===== src/rtl/mul_wb_pkg.sv =====
// -----------------------------------------------------------------------------
// mul_wb_pkg
//   Shared definitions between the pipelined multiplier and its writeback
//   tracker (mul_wb). The multiplier and the tracker must agree on MUL_LAT,
//   otherwise captured results would be paired with the wrong tag.
//
//   Contents:
//     ARCH_BITS      processor data width (width of resH/resL)
//     REG_BITS       architectural register address width
//     MUL_LAT        multiplier latency, accepted issue -> valid output
//     FIFO_DEPTH     default result buffer depth (also the credit count)
//     mul_tag_t      {valid, dest, hi} tag carried alongside a multiply
//     fifo_ptr_bits  pointer width (index width + 1 wrap bit) for a depth
// -----------------------------------------------------------------------------
package mul_wb_pkg;

  localparam int ARCH_BITS  = 32;
  localparam int REG_BITS   = 5;
  localparam int MUL_LAT    = 5;
  localparam int FIFO_DEPTH = 4;

  typedef struct packed {
    logic                valid;
    logic [REG_BITS-1:0] dest;
    logic                hi;
  } mul_tag_t;

  // Pointers carry one extra wrap bit so full and empty are distinguishable
  // when the index parts are equal.
  function automatic int fifo_ptr_bits(input int depth);
    return $clog2(depth) + 1;
  endfunction

endpackage


===== src/rtl/mul_wb_fifo.sv =====
// -----------------------------------------------------------------------------
// mul_wb_fifo
//   Small circular result buffer. Read/write pointers are one bit wider than
//   the index; full/empty come from the wrap-bit compare. Push and pop in the
//   same cycle are both honoured, also when full (the pop frees the slot that
//   the push writes). Storage is not reset; only the pointers are.
//
//   Ports:
//     clk    in   clock, rising edge
//     rst    in   synchronous active-high reset (pointers only)
//     clear  in   synchronous flush, empties the buffer at the next edge
//     push   in   write wdata at the tail
//     wdata  in   WIDTH-bit entry to write
//     pop    in   advance the head (ignored when empty)
//     rdata  out  head entry (undefined contents when empty)
//     full   out  DEPTH entries held
//     empty  out  no entries held
// -----------------------------------------------------------------------------
module mul_wb_fifo #(
  parameter int WIDTH = 8,
  parameter int DEPTH = 4
) (
  input  logic             clk,
  input  logic             rst,
  input  logic             clear,
  input  logic             push,
  input  logic [WIDTH-1:0] wdata,
  input  logic             pop,
  output logic [WIDTH-1:0] rdata,
  output logic             full,
  output logic             empty
);
  import mul_wb_pkg::*;

  localparam int PTR_W = fifo_ptr_bits(DEPTH);
  localparam int IDX_W = PTR_W - 1;

  logic [PTR_W-1:0] wr_ptr_q, wr_ptr_d;
  logic [PTR_W-1:0] rd_ptr_q, rd_ptr_d;
  logic [WIDTH-1:0] mem_q [DEPTH];
  logic             do_push;
  logic             do_pop;

  assign empty = (wr_ptr_q == rd_ptr_q);
  assign full  = (wr_ptr_q[IDX_W] != rd_ptr_q[IDX_W]) &&
                 (wr_ptr_q[IDX_W-1:0] == rd_ptr_q[IDX_W-1:0]);

  assign do_pop  = pop && !empty;
  // A pop in the same cycle releases the slot, so a push into a full buffer
  // is still safe when paired with a pop.
  assign do_push = push && (!full || do_pop);

  always_comb begin
    wr_ptr_d = wr_ptr_q + {{IDX_W{1'b0}}, do_push};
    rd_ptr_d = rd_ptr_q + {{IDX_W{1'b0}}, do_pop};
  end

  always_ff @(posedge clk) begin
    if (rst || clear) begin
      wr_ptr_q <= '0;
      rd_ptr_q <= '0;
    end else begin
      wr_ptr_q <= wr_ptr_d;
      rd_ptr_q <= rd_ptr_d;
    end
  end

  always_ff @(posedge clk) begin
    if (do_push) begin
      mem_q[wr_ptr_q[IDX_W-1:0]] <= wdata;
    end
  end

  assign rdata = mem_q[rd_ptr_q[IDX_W-1:0]];

endmodule


===== src/rtl/mul_wb.sv =====
// -----------------------------------------------------------------------------
// mul_wb
//   Writeback tracker and result buffer for the pipelined multiplier.
//   Each accepted issue puts {dest, hi} into a MUL_LAT-deep tag pipe that
//   shifts in lockstep with the (non-stalling) multiplier. When the last tag
//   stage is valid, resH or resL is selected and pushed with its destination
//   into a FIFO that the writeback arbiter drains. An occupancy credit
//   (in-flight + buffered results) throttles issue so the FIFO never
//   overflows.
//
//   Build option:
//     MUL_WB_BYPASS_EN  when defined, a capture into an empty FIFO is shown on
//                       the wb_* outputs in the same cycle and, if granted,
//                       consumed without being pushed. When undefined every
//                       result goes through the FIFO and outputs come only
//                       from registered state.
//
//   Ports:
//     clk, rst                 clock, synchronous active-high reset
//     issue_valid/issue_ready  issue handshake from decode
//     issue_dest, issue_hi     destination register, high-half select
//     flush                    discard all in-flight and buffered results
//     resH, resL               multiplier outputs
//     wb_valid/wb_ready        writeback handshake (pop on valid && ready)
//     wb_dest, wb_data         head result; zero when nothing is available
// -----------------------------------------------------------------------------
module mul_wb #(
  parameter int ARCH_BITS  = mul_wb_pkg::ARCH_BITS,
  parameter int REG_BITS   = mul_wb_pkg::REG_BITS,
  parameter int MUL_LAT    = mul_wb_pkg::MUL_LAT,
  parameter int FIFO_DEPTH = mul_wb_pkg::FIFO_DEPTH
) (
  input  logic                 clk,
  input  logic                 rst,
  input  logic                 issue_valid,
  output logic                 issue_ready,
  input  logic [REG_BITS-1:0]  issue_dest,
  input  logic                 issue_hi,
  input  logic                 flush,
  input  logic [ARCH_BITS-1:0] resH,
  input  logic [ARCH_BITS-1:0] resL,
  output logic                 wb_valid,
  output logic [REG_BITS-1:0]  wb_dest,
  output logic [ARCH_BITS-1:0] wb_data,
  input  logic                 wb_ready
);
  import mul_wb_pkg::*;

  localparam int OCC_W   = $clog2(FIFO_DEPTH + 1);
  localparam int ENTRY_W = REG_BITS + ARCH_BITS;

  function automatic logic [ARCH_BITS-1:0] sel_result(
    input logic                 hi,
    input logic [ARCH_BITS-1:0] h,
    input logic [ARCH_BITS-1:0] l
  );
    return hi ? h : l;
  endfunction

  logic                 accept;
  logic                 wb_pop;
  logic [OCC_W-1:0]     occ_q, occ_d;

  // Tag pipe: valid bits are control and get cleared; dest/hi payload just
  // follows along and is only looked at when its valid bit is set.
  logic [MUL_LAT-1:0]   vld_pipe_q;
  logic [REG_BITS-1:0]  dest_pipe_q [MUL_LAT];
  logic [MUL_LAT-1:0]   hi_pipe_q;

  logic                 cap;
  logic [REG_BITS-1:0]  cap_dest;
  logic [ARCH_BITS-1:0] cap_data;
  logic                 byp;

  logic                 fifo_push;
  logic                 fifo_pop;
  logic [ENTRY_W-1:0]   fifo_rdata;
  logic                 fifo_full;
  logic                 fifo_empty;

  // ---- issue / credit -------------------------------------------------------
  assign issue_ready = (occ_q != OCC_W'(FIFO_DEPTH)) && !flush && !rst;
  assign accept      = issue_valid && issue_ready;

  always_comb begin
    occ_d = occ_q;
    if (accept && !wb_pop) begin
      occ_d = occ_q + OCC_W'(1);
    end else if (!accept && wb_pop) begin
      occ_d = occ_q - OCC_W'(1);
    end
  end

  always_ff @(posedge clk) begin
    if (rst || flush) begin
      occ_q <= '0;
    end else begin
      occ_q <= occ_d;
    end
  end

  // ---- tag pipe stages 0..MUL_LAT-1 -----------------------------------------
  always_ff @(posedge clk) begin
    if (rst || flush) begin
      vld_pipe_q <= '0;
    end else begin
      vld_pipe_q[0] <= accept;
      for (int i = 1; i < MUL_LAT; i++) begin
        vld_pipe_q[i] <= vld_pipe_q[i-1];
      end
    end
  end

  always_ff @(posedge clk) begin
    dest_pipe_q[0] <= issue_dest;
    hi_pipe_q[0]   <= issue_hi;
    for (int i = 1; i < MUL_LAT; i++) begin
      dest_pipe_q[i] <= dest_pipe_q[i-1];
      hi_pipe_q[i]   <= hi_pipe_q[i-1];
    end
  end

  // ---- capture at the multiplier output -------------------------------------
  assign cap      = vld_pipe_q[MUL_LAT-1];
  assign cap_dest = dest_pipe_q[MUL_LAT-1];
  assign cap_data = sel_result(hi_pipe_q[MUL_LAT-1], resH, resL);

`ifdef MUL_WB_BYPASS_EN
  assign byp = cap && fifo_empty;
`else
  assign byp = 1'b0;
`endif

  // A bypassed result that is granted immediately never enters the FIFO.
  assign fifo_push = cap && !(byp && wb_ready);
  assign fifo_pop  = wb_ready && !fifo_empty;

  mul_wb_fifo #(
    .WIDTH (ENTRY_W),
    .DEPTH (FIFO_DEPTH)
  ) u_fifo (
    .clk   (clk),
    .rst   (rst),
    .clear (flush),
    .push  (fifo_push),
    .wdata ({cap_dest, cap_data}),
    .pop   (fifo_pop),
    .rdata (fifo_rdata),
    .full  (fifo_full),
    .empty (fifo_empty)
  );

  // ---- writeback outputs ----------------------------------------------------
  always_comb begin
    wb_valid = 1'b0;
    wb_dest  = '0;
    wb_data  = '0;
    if (!fifo_empty) begin
      wb_valid           = 1'b1;
      {wb_dest, wb_data} = fifo_rdata;
    end else if (byp) begin
      wb_valid = 1'b1;
      wb_dest  = cap_dest;
      wb_data  = cap_data;
    end
  end

  assign wb_pop = wb_valid && wb_ready;

  // The credit counter makes this unreachable; it guards against a
  // multiplier/tracker latency mismatch or a broken credit path.
  a_no_overflow: assert property (@(posedge clk) disable iff (rst || flush)
    !(fifo_push && fifo_full && !fifo_pop));

endmodule


===== config.mk =====
export PLATFORM = sky130hd
export DESIGN_NAME = mul_wb
export DESIGN_NICKNAME = d
export VERILOG_FILES = /design/src/rtl/mul_wb_pkg.sv /design/src/rtl/mul_wb_fifo.sv /design/src/rtl/mul_wb.sv
export SDC_FILE = /design/constraint.sdc
export NUM_CORES = 1
export LEC_CHECK = 0
export ABC_AREA = 1
export CAP_MARGIN = 25
export CORE_ASPECT_RATIO = 0.7
export CORE_MARGIN = 4
export CORE_UTILIZATION = 30
export DETAILED_ROUTE_END_ITERATION = 10
export PLACE_DENSITY_LB_ADDON = 0.3
export RECOVER_POWER = 100
export SLEW_MARGIN = 10
export SYNTH_ARGS = -nofsm -noshare
export SYNTH_HDL_FRONTEND = slang
export SYNTH_SLANG_ARGS = --single-unit

===== constraint.sdc =====
create_clock -name clk -period 3.22 [get_ports clk]
set_clock_uncertainty 0.2 [all_clocks]
set_input_delay 0.483 -clock clk [delete_from_list [all_inputs] [get_ports clk]]
set_output_delay 0.483 -clock clk [all_outputs]
set_load 0.005 [all_outputs]

==> flow_summary.yaml <==
global_route:
  grt_usage_pct: 11.97
  grt_overflow: 0
  antenna_found_initial: 1
  grt_pass1_vias: 4747
  grt_max_degree: 45
  grt_first_pass_wirelength_um: 25930
placed_design:
  place.gp.congestion: 0.7174
  place_hpwl_um: 10050
  dp.cells: 1089
  io_buffers: 113
  pre_cts_ws_ns: 0.4390
cts:
  clock-root-buffer: "clkbuf_16"
  cts.path.max_buffers: 2
  cts.sinks: 192
  clkTransAtPathRegs_ns: 0.07
  cts_resized: 0
  cts_tree: "built"
  postCtsHoldBufs: 0
  cts_buffers: 17
  clk-insertion-delay-late_ns: 0.43
  cts.htree.levels: 4
  cts_setup_buffers: 0
worst_setup_path:
  cp_max_fo: 37
  crit_required_ns: 2.54
  start_kind: "flip-flop"
  r2r_cells: 7
  endpoint_kind: "output pin"
  arrival_ns: 2.35
  ff2ff_setup_slack_ns: 0.58
  r2r_end: "u_fifo.mem_q[3][26]"
  crit_type: "reg2out"
  timing.rr.start: "u_fifo.rd_ptr_q[1]"
yosys:
  yosysTopAreaCell: "edfxtp_1"
  avgSynthCellArea_um2: 11.32
  synthTopCellsByCount: "168 x nor2_1, 148 x edfxtp_1, 97 x nand2_1"
  ys_seq_area_share_pct: 70.32
  synth_top_area_share_pct: 58.69
  async_reset_ff_share_pct: 0
  synth.cell_area_mm2: 0.007572
  synth_most_common_cell: "nor2_1"
  ys_types: 23
  syn-num-nets: 750
  synth-edff-count: 148
  synth_top_flop_cell: "edfxtp_1"
  synth_area_leaders: "edfxtp_1 59%, dfxtp_1 12%, nor2_1 8.3%"
  synthCells: 669
  ys_seq_elements: 192
  ys_warn_count: 0
power:
  netSwitchingFraction_pct: 20.58
  ir_worst_vdd_mv: 0.2513
  netSwitchingPower_uw: 1029
  power.leakage_uw: 0.003725
  p_clk_share_pct: 42.6
  intPower_uw: 3971
  power_density_mw_per_mm2: 516.4
  pwr-share-seq_pct: 54.2
  pwr-share-comb_pct: 3.2
timing:
  fin_crit_ns: 3.036
  max_freq_ghz: 0.3294
  final.setup.tns_ns: 0
  setup_viol: 0
  maxSlewViolCount: 33
  finalHoldViolations: 0
  relSlewSlack_pct: -16.29
  period_share_pct: 94.29
  grt_setup_unrepaired: "false"
  setup_ws_ns: 0.1837
  tightest_slew_ns: 1.742
drt:
  avgViaCountPerCell: 4.227
  wl_per_cell_um: 14.45
  num_vias: 4739
  drt_pre_antenna_iters: 4
  ant_nets: 0
  drc: 0
  routed_wl_um: 16200
  drtIter0Drc: 324
worst_hold_path:
  min_path_cells: 0
  hold_path_startpoint: "dest_pipe_q[0][9]"
  hp-class: "reg2reg"
  min_to: "dest_pipe_q[0][14]"
finish:
  drive_above_1_share_pct: 6.407
  nets: 864
  stdcell_count: 1121
  antenna_cells: 0
  syn_to_final_growth_pct: 27.88
floorplan:
  ios: 114
  die_y_um: 140.9
  rows: 48
  start_util_pct: 30.60
  die_w_um: 197.9
  core_area_mm2: 0.02474
  dieArea_mm2: 0.02789
run_status:
  violations: "capacitance limit, slew limit"
  status: "finished, violations left"
flow_run:
  maxCapViolCount: 1
layout make-up:
| cell class | instances | area [µm²] |
|---|---|---|
| clock buffer | 18 | 429.2 |
| clock inverter | 14 | 172.7 |
| fill | 2393 | 15060 |
| inverter | 58 | 217.7 |
| multi-input combinational | 386 | 1893 |
| sequential | 192 | 5333 |
| tap | 325 | 406.6 |
| timing repair buffer | 128 | 1231 |
through the flow:
| stage | hold slack, ns | cell area [µm²] | total power [µW] | utilization [%] |
|---|---|---|---|---|
| final | 0.1264 | 9683 | 5000 | 39.13 |
| after floorplan | 0.1096 | 7572 | 2820 | - |
| after global routing | 0.1309 | 9683 | 5185 | 39.13 |
| after detailed placement | 0.1121 | 9115 | 2939 | 36.84 |
| after global placement | 0.1099 | 9115 | 2936 | 36.84 |
| after CTS | 0.1294 | 9717 | 5065 | 39.27 |
power by group through the flow:
stage | Clock [µW] | Sequential [µW] | Combinational [µW]
CTS | 2180 | 2710 | 173
floorplan | 0 | 2760 | 64.5
global route | 2300 | 2710 | 174
global placement | 0 | 2770 | 170
detailed placement | 0 | 2770 | 171
finish | 2130 | 2710 | 159
kinds of logic after synthesis:
kind of cell             Yosys count  synth area share [%]
AND/OR/NAND/NOR                  270                 13.55
flip-flops                       192                 70.32
buffers and inverters             91                 4.973
AO/OA/AOI/OAI                     75                 4.957
multiplexers                      32                 4.759
adder cells (fa/ha/maj)            6                 1.091
XOR/XNOR                           3                0.3471
flip-flops by register name, summed over array words and instances (netlist names):
name,flops
u_fifo.wr_ptr_q,3
vld_pipe_q,5
dest_pipe_q,25
hi_pipe_q,5
occ_q,3
u_fifo.rd_ptr_q,3
u_fifo.mem_q,148
cell usage in the layout, fill, tap and decap left out, types with 2 or more instances in the layout:
master	Yosys	final
nand2_1	97	96
clkbuf_1	11	5
clkdlybuf4s50_1	0	98
clkbuf_2	0	4
buf_4	0	6
o21ai_1	11	11
clkbuf_16	0	17
mux2_1	3	32
clkinv_1	0	2
inv_2	4	3
o21ai_0	63	63
nor3b_1	2	2
dlygate4sd3_1	0	15
inv_8	0	2
dfxtp_4	0	2
nor2_4	0	3
inv_1	54	53
edfxtp_1	148	148
ha_1	5	5
inv_6	0	5
bufinv_16	0	2
xnor2_1	2	2
dfxtp_1	44	42
clkinv_4	0	2
nor2_1	168	166
worst max-delay path, cell delays in order, from the launching register on:
cell and delay (ns):
dfxtp_4 0.42, inv_2 0.07, buf_4 0.45, nor2_1 0.09, o21ai_0 0.09, nand2_1 0.11, nand2_1 0.07, inv_1 0.04
dlygate4sd3_1 0.57
worst max-delay path by stage:
| stage | start | to | slack [ns] | depth (start not counted) |
|---|---|---|---|---|
| after floorplan | u_fifo.rd_ptr_q[0] | u_fifo.mem_q[0][0] | 0.23 | 8 |
| after global placement | flush | occ_q[2] | 0.43 | 13 |
| after detailed placement | flush | occ_q[2] | 0.44 | 13 |
| after CTS | u_fifo.rd_ptr_q[1] | wb_dest[4] | 0.11 | 9 |
| after global routing | u_fifo.wr_ptr_q[1] | wb_dest[4] | 0.03 | 9 |
| final | u_fifo.rd_ptr_q[1] | wb_data[6] | 0.18 | 8 |
per-layer routing:
layer | global-route usage (%) | vias up | wire (µm)
li1 | - | 2428 | -
met1 | 16.70 | 2202 | 8001
met2 | 18.58 | 97 | 7253
met3 | 3.106 | 12 | 811
met4 | 3.368 | 0 | 133
met5 | 0 | - | 0
No activity file was read; power rests on OpenSTA's default activity.
